## src/rtl/pipeline_control.sv

```systemverilog
// ============================================================================
// pipeline_control: hazard, stall, flush, redirect and forwarding control for
// the five-stage pipeline. Optional feature macro: PIPELINE_FORWARDING_EN.
// Revision: 1.0
// ============================================================================
`default_nettype none

module pipeline_control #(
  parameter int STALL_COUNT_WIDTH = 16
) (
  input  logic                         clk,
  input  logic                         rst_n,
  input  logic [4:0]                   i_id_rs1,
  input  logic [4:0]                   i_id_rs2,
  input  logic                         i_id_uses_rs1,
  input  logic                         i_id_uses_rs2,
  input  logic [4:0]                   i_ex_rs1,
  input  logic [4:0]                   i_ex_rs2,
  input  logic [4:0]                   i_ex_rd,
  input  logic [1:0]                   i_ex_read_status,
  input  logic                         i_ex_write_back,
  input  logic                         i_ex_mispredict,
  input  logic [31:0]                  i_ex_new_pc,
  input  logic [4:0]                   i_mem_rd,
  input  logic                         i_mem_write_back,
  input  logic                         i_mem_busy,
  input  logic [4:0]                   i_wb_rd,
  input  logic                         i_wb_write_back,
  output logic                         o_pc_enable,
  output logic                         o_if_id_enable,
  output logic                         o_id_ex_enable,
  output logic                         o_ex_mem_enable,
  output logic                         o_if_id_flush,
  output logic                         o_id_ex_flush,
  output logic                         o_redirect_valid,
  output logic [31:0]                  o_redirect_pc,
  output logic [1:0]                   o_forward_a,
  output logic [1:0]                   o_forward_b,
  output logic [STALL_COUNT_WIDTH-1:0] o_stall_count
);

  localparam logic [1:0] ST_RUN        = 2'd0;
  localparam logic [1:0] ST_LOAD_STALL = 2'd1;
  localparam logic [1:0] ST_REDIRECT   = 2'd2;
  localparam logic [1:0] ST_MEM_WAIT   = 2'd3;

  logic [1:0]                   r_state;
  logic [1:0]                   w_state_nxt;
  logic [STALL_COUNT_WIDTH-1:0] r_stall_count;
  logic                         w_id_hit_ex;
  logic                         w_data_stall;
  logic [1:0]                   w_stall_nxt;
  logic [1:0]                   w_fwd_a;
  logic [1:0]                   w_fwd_b;

  // x0 is hardwired zero, so it can never create a dependency
  assign w_id_hit_ex = i_ex_write_back && (i_ex_rd != 5'd0) &&
                       ((i_id_uses_rs1 && (i_id_rs1 == i_ex_rd)) ||
                        (i_id_uses_rs2 && (i_id_rs2 == i_ex_rd)));

`ifdef PIPELINE_FORWARDING_EN
  function automatic logic [1:0] f_fwd_sel(input logic [4:0] rs);
    if (i_mem_write_back && (i_mem_rd != 5'd0) && (i_mem_rd == rs))
      return 2'b01;
    else if (i_wb_write_back && (i_wb_rd != 5'd0) && (i_wb_rd == rs))
      return 2'b10;
    else
      return 2'b00;
  endfunction

  assign w_data_stall = w_id_hit_ex && (i_ex_read_status != 2'b00);
  assign w_stall_nxt  = ST_LOAD_STALL;
  assign w_fwd_a      = f_fwd_sel(i_ex_rs1);
  assign w_fwd_b      = f_fwd_sel(i_ex_rs2);
`else
  logic w_id_hit_mem;
  logic w_unused_fwd;

  assign w_id_hit_mem = i_mem_write_back && (i_mem_rd != 5'd0) &&
                        ((i_id_uses_rs1 && (i_id_rs1 == i_mem_rd)) ||
                         (i_id_uses_rs2 && (i_id_rs2 == i_mem_rd)));
  // Without bypass paths every in-flight producer holds decode in RUN
  assign w_data_stall = w_id_hit_ex || w_id_hit_mem;
  assign w_stall_nxt  = ST_RUN;
  assign w_fwd_a      = 2'b00;
  assign w_fwd_b      = 2'b00;
  assign w_unused_fwd = ^{i_ex_rs1, i_ex_rs2, i_ex_read_status, i_wb_rd, i_wb_write_back};
`endif

  always_comb begin
    o_pc_enable      = 1'b1;
    o_if_id_enable   = 1'b1;
    o_id_ex_enable   = 1'b1;
    o_ex_mem_enable  = 1'b1;
    o_if_id_flush    = 1'b0;
    o_id_ex_flush    = 1'b0;
    o_redirect_valid = 1'b0;
    o_redirect_pc    = 32'd0;
    o_forward_a      = w_fwd_a;
    o_forward_b      = w_fwd_b;
    w_state_nxt      = r_state;
    if (!rst_n) begin
      o_pc_enable     = 1'b0;
      o_if_id_enable  = 1'b0;
      o_id_ex_enable  = 1'b0;
      o_ex_mem_enable = 1'b0;
      o_if_id_flush   = 1'b1;
      o_id_ex_flush   = 1'b1;
      o_forward_a     = 2'b00;
      o_forward_b     = 2'b00;
      w_state_nxt     = ST_RUN;
    end else if (i_mem_busy) begin
      // Freeze everything; a pending mispredict stays parked in execute
      o_pc_enable     = 1'b0;
      o_if_id_enable  = 1'b0;
      o_id_ex_enable  = 1'b0;
      o_ex_mem_enable = 1'b0;
      w_state_nxt     = ST_MEM_WAIT;
    end else begin
      case (r_state)
        ST_LOAD_STALL: w_state_nxt = ST_RUN;
        ST_REDIRECT: begin
          o_if_id_flush = 1'b1;
          w_state_nxt   = ST_RUN;
        end
        default: begin
          // MEM_WAIT with memory ready behaves exactly like RUN
          w_state_nxt = ST_RUN;
          if (i_ex_mispredict) begin
            o_redirect_valid = 1'b1;
            o_redirect_pc    = i_ex_new_pc;
            o_if_id_flush    = 1'b1;
            o_id_ex_flush    = 1'b1;
            w_state_nxt      = ST_REDIRECT;
          end else if (w_data_stall) begin
            o_pc_enable    = 1'b0;
            o_if_id_enable = 1'b0;
            o_id_ex_flush  = 1'b1;
            w_state_nxt    = w_stall_nxt;
          end
        end
      endcase
    end
  end

  always_ff @(posedge clk or negedge rst_n) begin
    if (!rst_n) begin
      r_state       <= ST_RUN;
      r_stall_count <= '0;
    end else begin
      r_state <= w_state_nxt;
      if (!o_pc_enable && (r_stall_count != {STALL_COUNT_WIDTH{1'b1}}))
        r_stall_count <= r_stall_count + 1'b1;
    end
  end

  assign o_stall_count = r_stall_count;

endmodule

`default_nettype wire

```

## config.mk

```make
export PLATFORM = sky130hd
export DESIGN_NAME = pipeline_control
export DESIGN_NICKNAME = d
export VERILOG_FILES = /design/src/rtl/pipeline_control.sv
export SDC_FILE = /design/constraint.sdc
export NUM_CORES = 1
export LEC_CHECK = 0
export BUFFER_PORTS_ARGS = -buffer_cell sky130_fd_sc_hd__buf_2
export CORE_AREA = 2 2 66 68
export DETAILED_ROUTE_END_ITERATION = 8
export DIE_AREA = 0 0 68 70
export PLACE_DENSITY = 0.79
export SETUP_SLACK_MARGIN = 0.4
export SLEW_MARGIN = 20
export SYNTH_ARGS = -nofsm -noshare
export SYNTH_HDL_FRONTEND = slang
export SYNTH_SLANG_ARGS = --single-unit
```

## constraint.sdc

```tcl
create_clock -name clk -period 2.2 [get_ports clk]
set_input_delay 0.44 -clock clk [delete_from_list [all_inputs] [get_ports clk]]
set_output_delay 0.44 -clock clk [all_outputs]
set_load 0.005 [all_outputs]
```

==> flow_metrics.py, run 1 <==
metrics = {
    "timing": {
        "fmax_mhz": 441,
        "report.final.setup_viol": 15,
        "finalSetupTns_ns": -0.612,
        "period_share_pct": 103,
        "slew_violations": 0,
        "skew_ns": 0.00391,
        "finalHoldViolations": 0,
        "worst_slack_ns": -0.0692,
        "rsz0062_at_grt": "yes",
        "period_minus_slack_ns": 2.27,
    },
    "cells_and_area": {
        "fin_nets": 389,
        "final_common_cell": "buf_2",
        "drive_gt1_share_pct": 70.0,
        "final_util_pct": 72.2,
        "final_cell_mix": "72 x buf_2, 52 x buf_6, 31 x and2_4",
        "diodes": 0,
        "syn_to_final_growth_pct": 108,
        "layout.cells.non_filler": 359,
    },
    "routing": {
        "drtPass1Iterations": 4,
        "routed-via-count": 1734,
        "drc_errors": 0,
        "vias_per_cell": 4.83,
        "wl_mm": 5.58,
        "wire_per_inst_um": 15.5,
        "first_iter_violations": 22,
        "ant_nets": 0,
    },
    "placement": {
        "hpwl_mm": 3.41,
        "gp_congestion": 0.741,
        "placed_cells": 339,
        "port_buffers": 114,
    },
    "worst_setup_path": {
        "cp_slowest_cell": "or4_4",
        "cp.arrival_ns": 1.83,
        "startpoint_type": "primary input",
        "cp_top_family": "compound AO/OA/AOI/OAI gates",
        "cp-startpoint": "i_ex_rd[2]",
        "r2r-start": "o_stall_count[1]",
        "critPathMaxFanout": 2,
        "cp.depth": 6,
        "slowest_delay_ns": 0.54,
        "required_ns": 1.76,
        "critPathBufInv": 2,
        "crit_path_end_kind": "output port",
        "cp_cell_sequence": "buf_6, or4_4, o21ai_4, o22ai_2, a311oi_2, buf_2",
        "r2r.worst_path.cells": 8,
        "path_class": "in -> out",
    },
    "power_and_ir_drop": {
        "p_int_w": 0.00108,
        "comb_power_share_pct": 50.0,
        "ir_worst_vdd_v": 0.000654,
        "p_clk_share_pct": 13.2,
        "p_seq_share_pct": 36.8,
        "swShare_pct": 38.1,
        "leakagePower_nw": 1.45,
        "power_density_mw_per_mm2": 582,
        "power_switching_w": 0.000663,
    },
    "synth": {
        "syn_avg_cell_area_um2": 8.86,
        "synth-seq-area-share_pct": 31.4,
        "syn_area_mm2": 0.00144,
        "synth_top_area_share_pct": 31.4,
        "yosysTopAreaCell": "dfrtp_1",
        "synth_seq_cells": 18,
        "synth.distinct_cells": 33,
        "synthTopCellsByArea": "dfrtp_1 31%, xor2_1 18%, and2_1 16%",
        "synth_warnings": 0,
        "syn_inst": 162,
    },
    "job": {
        "max-cap-violations": 0,
    },
    "global_route": {
        "grt_max_degree": 22,
        "grt.total_usage_pct": 21.2,
        "grt_pass1_wl_mm": 7.81,
        "antenna_found_initial": 0,
        "grt_pass1_vias": 1691,
        "overflow": 0,
    },
    "hold_path": {
        "hp-class": "in -> async",
    },
    "die": {
        "initial_utilization_pct": 34.6,
        "row_count": 24,
        "io_pins": 137,
        "dieWidth_um": 68,
        "die_y_um": 70,
        "dieArea_mm2": 0.00476,
        "coreArea_mm2": 0.00414,
    },
    "clocking": {
        "clk_latency_ns": 0.25,
        "cts_buffer_depth": 2,
        "clock-sinks": 18,
        "hold_buffers": 0,
        "clkSlewWorstSetupHoldPaths_ns": 0.07,
        "cts-root-buf": "clkbuf_8",
        "htree_levels": 1,
        "numCtsBuffers": 3,
        "cts_tree": "yes",
    },
    "outcome": {
        "violations": "negative setup slack",
        "status": "finished with violations",
    },
}
logic make-up (layout without fill, tap and decap cells):
family,count (synthesis),in the layout,synth area share [%]
AND/OR/NAND/NOR,80,80,31.5
XOR/XNOR,35,35,21.4
flip-flops,18,18,31.4
buffers and inverters,13,154,5.49
AO/OA/AOI/OAI,11,12,6.80
adder cells (fa/ha/maj),2,2,1.74
multiplexers,2,2,1.48
other,1,4,0.261
power groups by stage:
stage | Clock [W] | Sequential [W] | Combinational, W
after floorplan | 0 | 0.000633 | 0.000339
after global placement | 0 | 0.000622 | 0.000667
after detailed placement | 0 | 0.000627 | 0.000683
after CTS | 0.000234 | 0.000627 | 0.000801
after global routing | 0.000242 | 0.000667 | 0.000948
final | 0.000230 | 0.000641 | 0.000871
metal layers:
| metal | global-route usage [%] | wire (um) | up-vias |
|---|---|---|---|
| met2 | 38.8 | 3140 | 52 |
| met3 | 2.74 | 248 | 7 |
| li1 | - | - | 822 |
| met1 | 26.1 | 2140 | 853 |
| met4 | 3.33 | 54 | 0 |
| met5 | 0 | 0 | - |
area by class of cell:
cell class	count	area (um2)
clock buffer	3	41.3
fill	296	1150
sequential	18	450
inverter	3	11.3
timing repair buffer	148	1210
multi-input combinational	135	1210
tap	52	65.1
flip-flops by register name, indices dropped and copies added (netlist names):
register	count
o_stall_count	16
r_state	2
worst register-to-register path, delay by kind of cell (launching register included):
family | cells | cell delay, ns
flops | 1 | 0.36
xor+xnor | 1 | 0.16
compound gates | 1 | 0.41
buf+inv | 1 | 0.18
simple gates | 4 | 0.71
fa+ha+maj | 1 | 0.25
synth_stat cells, drive strengths merged:
master / count
a32oi: 2
dfrtp: 18
or2: 1
a311oi: 1
xnor2: 6
a31oi: 1
o22ai: 1
xor2: 29
nor2b: 1
and2: 36
o21ai: 4
ha: 2
a41oi: 1
and3: 5
nor2: 12
inv: 3
nand2: 9
nor3: 2
nand4: 2
nor4: 5
mux2: 1
nor3b: 1
nand3: 3
or4: 2
nand2b: 1
conb: 1
a21oi: 1
mux2i: 1
clkbuf: 3
buf: 7
worst paths after layout:
path	endpoint	slack (ns)
max	o_if_id_enable	-0.07
min	o_stall_count[12]	0.17
max reg2reg	o_stall_count[15]	0.02
min reg2reg	o_stall_count[7]	0.49
max in group asynchronous	o_stall_count[1]	1.82
min in group clk	o_stall_count[7]	0.49
what timing repair did:
action                     CTS  global route
setup endpoints to repair   53            53
hold endpoints to repair     0             0
resized for setup           85            35
gates cloned                 5             0
buffers inserted             9             3
pin swaps                   33            29
stage by stage:
| step | hold slack, ns | total power [W] | area (um2) | worst slack [ns] |
|---|---|---|---|---|
| final | 0.168 | 0.00174 | 2990 | -0.0692 |
| after global routing | 0.199 | 0.00186 | 2990 | -0.139 |
| after CTS | 0.173 | 0.00166 | 2800 | -0.103 |
| after detailed placement | 0.447 | 0.00131 | 2230 | -0.169 |
| after global placement | 0.446 | 0.00129 | 2230 | -0.140 |
| after floorplan | 0.144 | 0.000972 | 1540 | 0.119 |
No activity file was read; power rests on OpenSTA's default activity.
==> inputs of run 2 (changes only) <==
--- a/config.mk
+++ b/config.mk
@@ -9,6 +9,7 @@
 export CORE_AREA = 2 2 66 68
 export DETAILED_ROUTE_END_ITERATION = 8
 export DIE_AREA = 0 0 68 70
+export MAX_ROUTING_LAYER = met4
 export PLACE_DENSITY = 0.79
 export SETUP_SLACK_MARGIN = 0.4
 export SLEW_MARGIN = 20
==> run 2 against run 1 <==
  * Combinational power hardly changed
  * Clock power about the same
  * Sequential power barely moved
  * Register-to-register slack about the same
  * Global-route usage increased by 0.60 points
  * The run still ends with negative setup slack left
  * Hold slack lost 0.0012 ns
  * Routed wire length down 0.23%
  * Cell count stayed put
  * Worst setup slack better by 0.0042 ns
==> flow_metrics.py, run 2 (synthesis results as in run 1) <==
metrics = {
    "outcome": {
        "status": "finished with violations",
        "violations": "negative setup slack",
    },
    "die": {
        "io_pins": 137,
        "dieArea_mm2": 0.00476,
        "coreArea_mm2": 0.00414,
        "dieWidth_um": 68,
        "row_count": 24,
        "initial_utilization_pct": 34.6,
        "die_y_um": 70,
    },
    "routing": {
        "wire_per_inst_um": 15.5,
        "routed-via-count": 1726,
        "wl_mm": 5.57,
        "first_iter_violations": 20,
        "vias_per_cell": 4.81,
        "drc_errors": 0,
        "ant_nets": 0,
        "drtPass1Iterations": 4,
    },
    "placement": {
        "placed_area_mm2": 0.00223,
        "port_buffers": 114,
        "placed_cells": 339,
        "gp_congestion": 0.750,
        "hpwl_mm": 3.41,
    },
    "cells_and_area": {
        "multi_input_area_mm2": 0.00121,
        "largest_register_ffs": 16,
        "design_area_mm2": 0.00299,
        "final_cell_mix": "72 x buf_2, 52 x buf_6, 31 x and2_4",
        "nFillCells": 296,
        "layout.cells.non_filler": 359,
        "drive_gt1_share_pct": 70.0,
        "diodes": 0,
        "final_common_cell": "buf_2",
        "syn_to_final_growth_pct": 108,
        "fin_nets": 389,
        "seq_area_um2": 450,
    },
    "worst_setup_path": {
        "critPathMaxFanout": 2,
        "startpoint_type": "primary input",
        "crit_path_end_kind": "output port",
        "cp_cell_sequence": "buf_6, or4_4, o21ai_4, o22ai_2, a311oi_2, buf_2",
        "r2r-end": "o_stall_count[15]",
        "required_ns": 1.76,
        "rrSetupSlack_ns": 0.02,
        "r2r.worst_path.cells": 8,
        "cp_slowest_cell": "or4_4",
        "cp.arrival_ns": 1.82,
        "path_class": "in -> out",
        "r2r-start": "o_stall_count[1]",
        "slowest_delay_ns": 0.54,
    },
    "global_route": {
        "grt_pass1_vias": 1690,
        "grt_pass1_wl_mm": 7.80,
        "overflow": 0,
        "grt.total_usage_pct": 21.8,
        "antenna_found_initial": 0,
        "grt_max_degree": 22,
    },
    "timing": {
        "period_share_pct": 103,
        "worst_slack_ns": -0.0649,
        "report.final.setup_viol": 15,
        "slew_violations": 0,
        "period_minus_slack_ns": 2.26,
        "finalSetupTns_ns": -0.574,
        "fmax_mhz": 442,
        "rsz0062_at_grt": "yes",
        "skew_ns": 0.00299,
        "finalHoldViolations": 0,
    },
    "clocking": {
        "clock-sinks": 18,
        "htree_levels": 1,
        "numCtsBuffers": 3,
        "cts-root-buf": "clkbuf_8",
        "clkSlewWorstSetupHoldPaths_ns": 0.07,
        "cts_buffer_depth": 2,
        "clk_latency_ns": 0.25,
        "hold_buffers": 0,
        "cts_tree": "yes",
    },
    "power_and_ir_drop": {
        "total_power_w": 0.00174,
        "ir_worst_vdd_v": 0.000656,
        "leakagePower_nw": 1.45,
        "power_density_mw_per_mm2": 582,
    },
    "job": {
        "max-cap-violations": 0,
    },
    "hold_path": {
        "hp-class": "in -> async",
    },
}
## run 2: cell counts in the layout (fill, tap and decap cells not counted)
Identical to the previous run, type by type.
## run 2: area by class of cell
cell class                      count  share of cell area (%)
Clock buffer                        3                    1.38
Inverter                            3                   0.376
Timing Repair Buffer              148                    40.6
Tap cell                           52                    2.17
Sequential cell                    18                    15.1
Multi-Input combinational cell    135                    40.4
## run 2: worst max-delay path by stage
stage                            from           endpoint  depth (start not counted)
after floorplan           i_mem_rd[1]        o_pc_enable                          5
after global placement     i_ex_rd[1]  o_stall_count[11]                          8
after detailed placement   i_ex_rd[1]  o_stall_count[11]                          8
after CTS                  i_ex_rd[2]     o_if_id_enable                          6
after global routing       i_ex_rd[2]     o_if_id_enable                          6
final                      i_ex_rd[2]     o_if_id_enable                          6
## run 2: critical path: cells and delay by family
kind / cells / cell delay [ns]
buffers and inverters: 2 / 0.26
AO/OA/AOI/OAI: 3 / 0.57
AND/OR/NAND/NOR: 1 / 0.54
## run 2: power by group
part           internal (W)  switching (W)
Combinational      0.000481       0.000390
Sequential         0.000477       0.000163
Clock              0.000122       0.000109
Total               0.00108       0.000661
## run 2: layer usage
layer / wire [um] / vias to the layer above / part of all wire, % / global-route usage (%)
li1: - / 821 / - / -
met1: 2130 / 847 / 38 / 26.5
met2: 3130 / 52 / 56 / 38.7
met3: 263 / 6 / 4.7 / 2.42
met4: 47 / 0 / 0.84 / 3.33
met5: 0 / - / 0 / -
## run 2: repair_timing
action	in CTS	in global routing
cloned	5	0
setup buffers	9	3
gates resized for setup	85	35
endpoints found under the setup margin	53	53
pin swaps	33	29
## run 2: through the flow
| stage | hold slack, ns | util [%] | setup WS, ns |
|---|---|---|---|
| 2_1_floorplan | 0.144 | - | 0.119 |
| 3_3_place_gp | 0.446 | 53.9 | -0.140 |
| 3_5_place_dp | 0.447 | 53.9 | -0.169 |
| 4_1_cts | 0.173 | 67.7 | -0.103 |
| 5_1_grt | 0.199 | 72.2 | -0.139 |
| 6_report | 0.167 | 72.2 | -0.0649 |
==> inputs of run 3 (changes only) <==
--- a/config.mk
+++ b/config.mk
@@ -6,9 +6,10 @@
 export NUM_CORES = 1
 export LEC_CHECK = 0
 export BUFFER_PORTS_ARGS = -buffer_cell sky130_fd_sc_hd__buf_2
-export CORE_AREA = 2 2 66 68
+export CAP_MARGIN = 15
+export CORE_AREA = 2 2 63 71
 export DETAILED_ROUTE_END_ITERATION = 8
-export DIE_AREA = 0 0 68 70
+export DIE_AREA = 0 0 65 73
 export MAX_ROUTING_LAYER = met4
 export PLACE_DENSITY = 0.79
 export SETUP_SLACK_MARGIN = 0.4
==> run 3 against run 2 <==
  * The flow still finishes with violations (negative setup slack)
  * Sequential share of layout area decreased by 0.50 points
  * Worst setup slack got worse by 0.014 ns
  * Critical path depth unchanged
  * Die area decreased by 0.32%
  * Clock-buffer cell count unchanged
  * Sequential power about the same
  * Hold slack got worse by 0.0018 ns
  * Utilization increased by 3.5 points
  * Clock power about the same
  * Clock skew increased by 0.0053 ns
  * Routed wire length increased by 11%
  * Non-clock buffer count decreased by 3
==> flow_metrics.py, run 3 (synthesis results as in run 1) <==
metrics = {
    "outcome": {
        "status": "finished with violations",
        "violations": "negative setup slack",
    },
    "routing": {
        "first_iter_violations": 43,
        "vias_per_cell": 4.93,
        "wl_mm": 6.21,
        "drtPass1Iterations": 4,
        "drc_errors": 0,
        "routed-via-count": 1760,
        "wire_per_inst_um": 17.4,
        "ant_nets": 0,
    },
    "timing": {
        "period_minus_slack_ns": 2.28,
        "slew_violations": 0,
        "finalSetupTns_ns": -0.253,
        "skew_ns": 0.00828,
        "period_share_pct": 104,
        "whs_ns": 0.165,
        "report.final.setup_viol": 5,
        "rsz0062_at_grt": "yes",
        "finalHoldViolations": 0,
        "worst_slack_ns": -0.0792,
        "fmax_mhz": 439,
    },
    "worst_setup_path": {
        "slowest_delay_ns": 0.52,
        "cp.arrival_ns": 1.84,
        "startpoint_type": "primary input",
        "cp_slowest_cell": "or4_4",
        "cp_cell_sequence": "buf_6, or4_4, o21ai_2, o22ai_2, a311oi_2, buf_2",
        "path_class": "in -> out",
        "crit_path_end_kind": "output port",
        "cp-startpoint": "i_ex_rd[2]",
        "r2r.worst_path.cells": 9,
        "required_ns": 1.76,
        "critPathMaxFanout": 3,
        "r2r-start": "o_stall_count[3]",
    },
    "cells_and_area": {
        "nFillCells": 281,
        "layout.cells.non_filler": 357,
        "largest_register_ffs": 16,
        "multi_input_area_mm2": 0.00128,
        "fin_nets": 385,
        "final_cell_mix": "71 x buf_2, 48 x buf_6, 32 x and2_4",
        "syn_to_final_growth_pct": 116,
        "seq_area_um2": 452,
        "final_common_cell": "buf_2",
        "drive_gt1_share_pct": 74.3,
        "diodes": 0,
    },
    "placement": {
        "gp_congestion": 0.792,
        "hpwl_mm": 3.51,
        "pre_cts_slack_ns": -0.190,
        "port_buffers": 114,
        "placed_cells": 337,
    },
    "global_route": {
        "grt_max_degree": 22,
        "overflow": 0,
        "antenna_found_initial": 0,
        "grt.total_usage_pct": 23.6,
        "grt_pass1_vias": 1703,
        "grt_pass1_wl_mm": 8.45,
    },
    "clocking": {
        "cts-root-buf": "clkbuf_8",
        "clk_latency_ns": 0.26,
        "numCtsBuffers": 3,
        "htree_levels": 1,
        "clock-sinks": 18,
        "cts_tree": "yes",
        "cts_buffer_depth": 2,
        "clkSlewWorstSetupHoldPaths_ns": 0.07,
    },
    "die": {
        "dieArea_mm2": 0.00475,
        "dieWidth_um": 65,
        "coreArea_mm2": 0.00410,
        "initial_utilization_pct": 35.0,
        "die_y_um": 73,
        "io_pins": 137,
        "row_count": 25,
    },
    "power_and_ir_drop": {
        "leakagePower_nw": 1.46,
        "total_power_w": 0.00183,
        "ir_worst_vdd_v": 0.000604,
        "power_density_mw_per_mm2": 591,
    },
    "hold_path": {
        "hp-class": "in -> async",
    },
    "job": {
        "max-cap-violations": 0,
    },
}
[run 3: final cells by class]
cell class	count	share of cell area, %
Sequential cell	18	14.6
Inverter	3	0.363
Multi-Input combinational cell	134	41.3
Tap cell	54	2.18
Timing Repair Buffer	145	40.2
Clock buffer	3	1.33
[run 3: through the flow]
step	utilization [%]	area (um2)
2_1_floorplan	-	1540
3_3_place_gp	54.1	2220
3_5_place_dp	54.1	2220
4_1_cts	71.2	2920
5_1_grt	75.7	3100
6_report	75.7	3100
[run 3: worst paths after layout]
check,endpoint,slack [ns]
setup / recovery,o_if_id_enable,-0.08
hold / removal,r_state[1],0.16
max in group asynchronous,o_stall_count[9],1.81
hold reg to reg,o_stall_count[7],0.48
min in group clk,o_stall_count[7],0.48
setup reg to reg,o_stall_count[5],0.12
[run 3: per-layer routing]
metal  track usage, %  routed length, um
met4             5.67                100
met2             41.9               3380
met1             29.0               2400
met3             2.16                327
met5                -                  0
[run 3: what timing repair did]
item / CTS / global route
hold buffers: 0 / 0
gates cloned: 4 / 1
resized for setup: 111 / 27
pin swaps: 18 / 28
setup buffers: 9 / 3
setup endpoints to repair: 53 / 53
[run 3: worst max-delay path, delay by kind of cell]
| kind | cells | cell delay, ns |
|---|---|---|
| compound gates | 3 | 0.60 |
| buf+inv | 2 | 0.28 |
| simple gates | 1 | 0.52 |
[run 3: power by group]
part           total (W)  internal [W]  switching (W)
Combinational   0.000959      0.000523       0.000436
Sequential      0.000641      0.000478       0.000163
Clock           0.000232      0.000122       0.000110
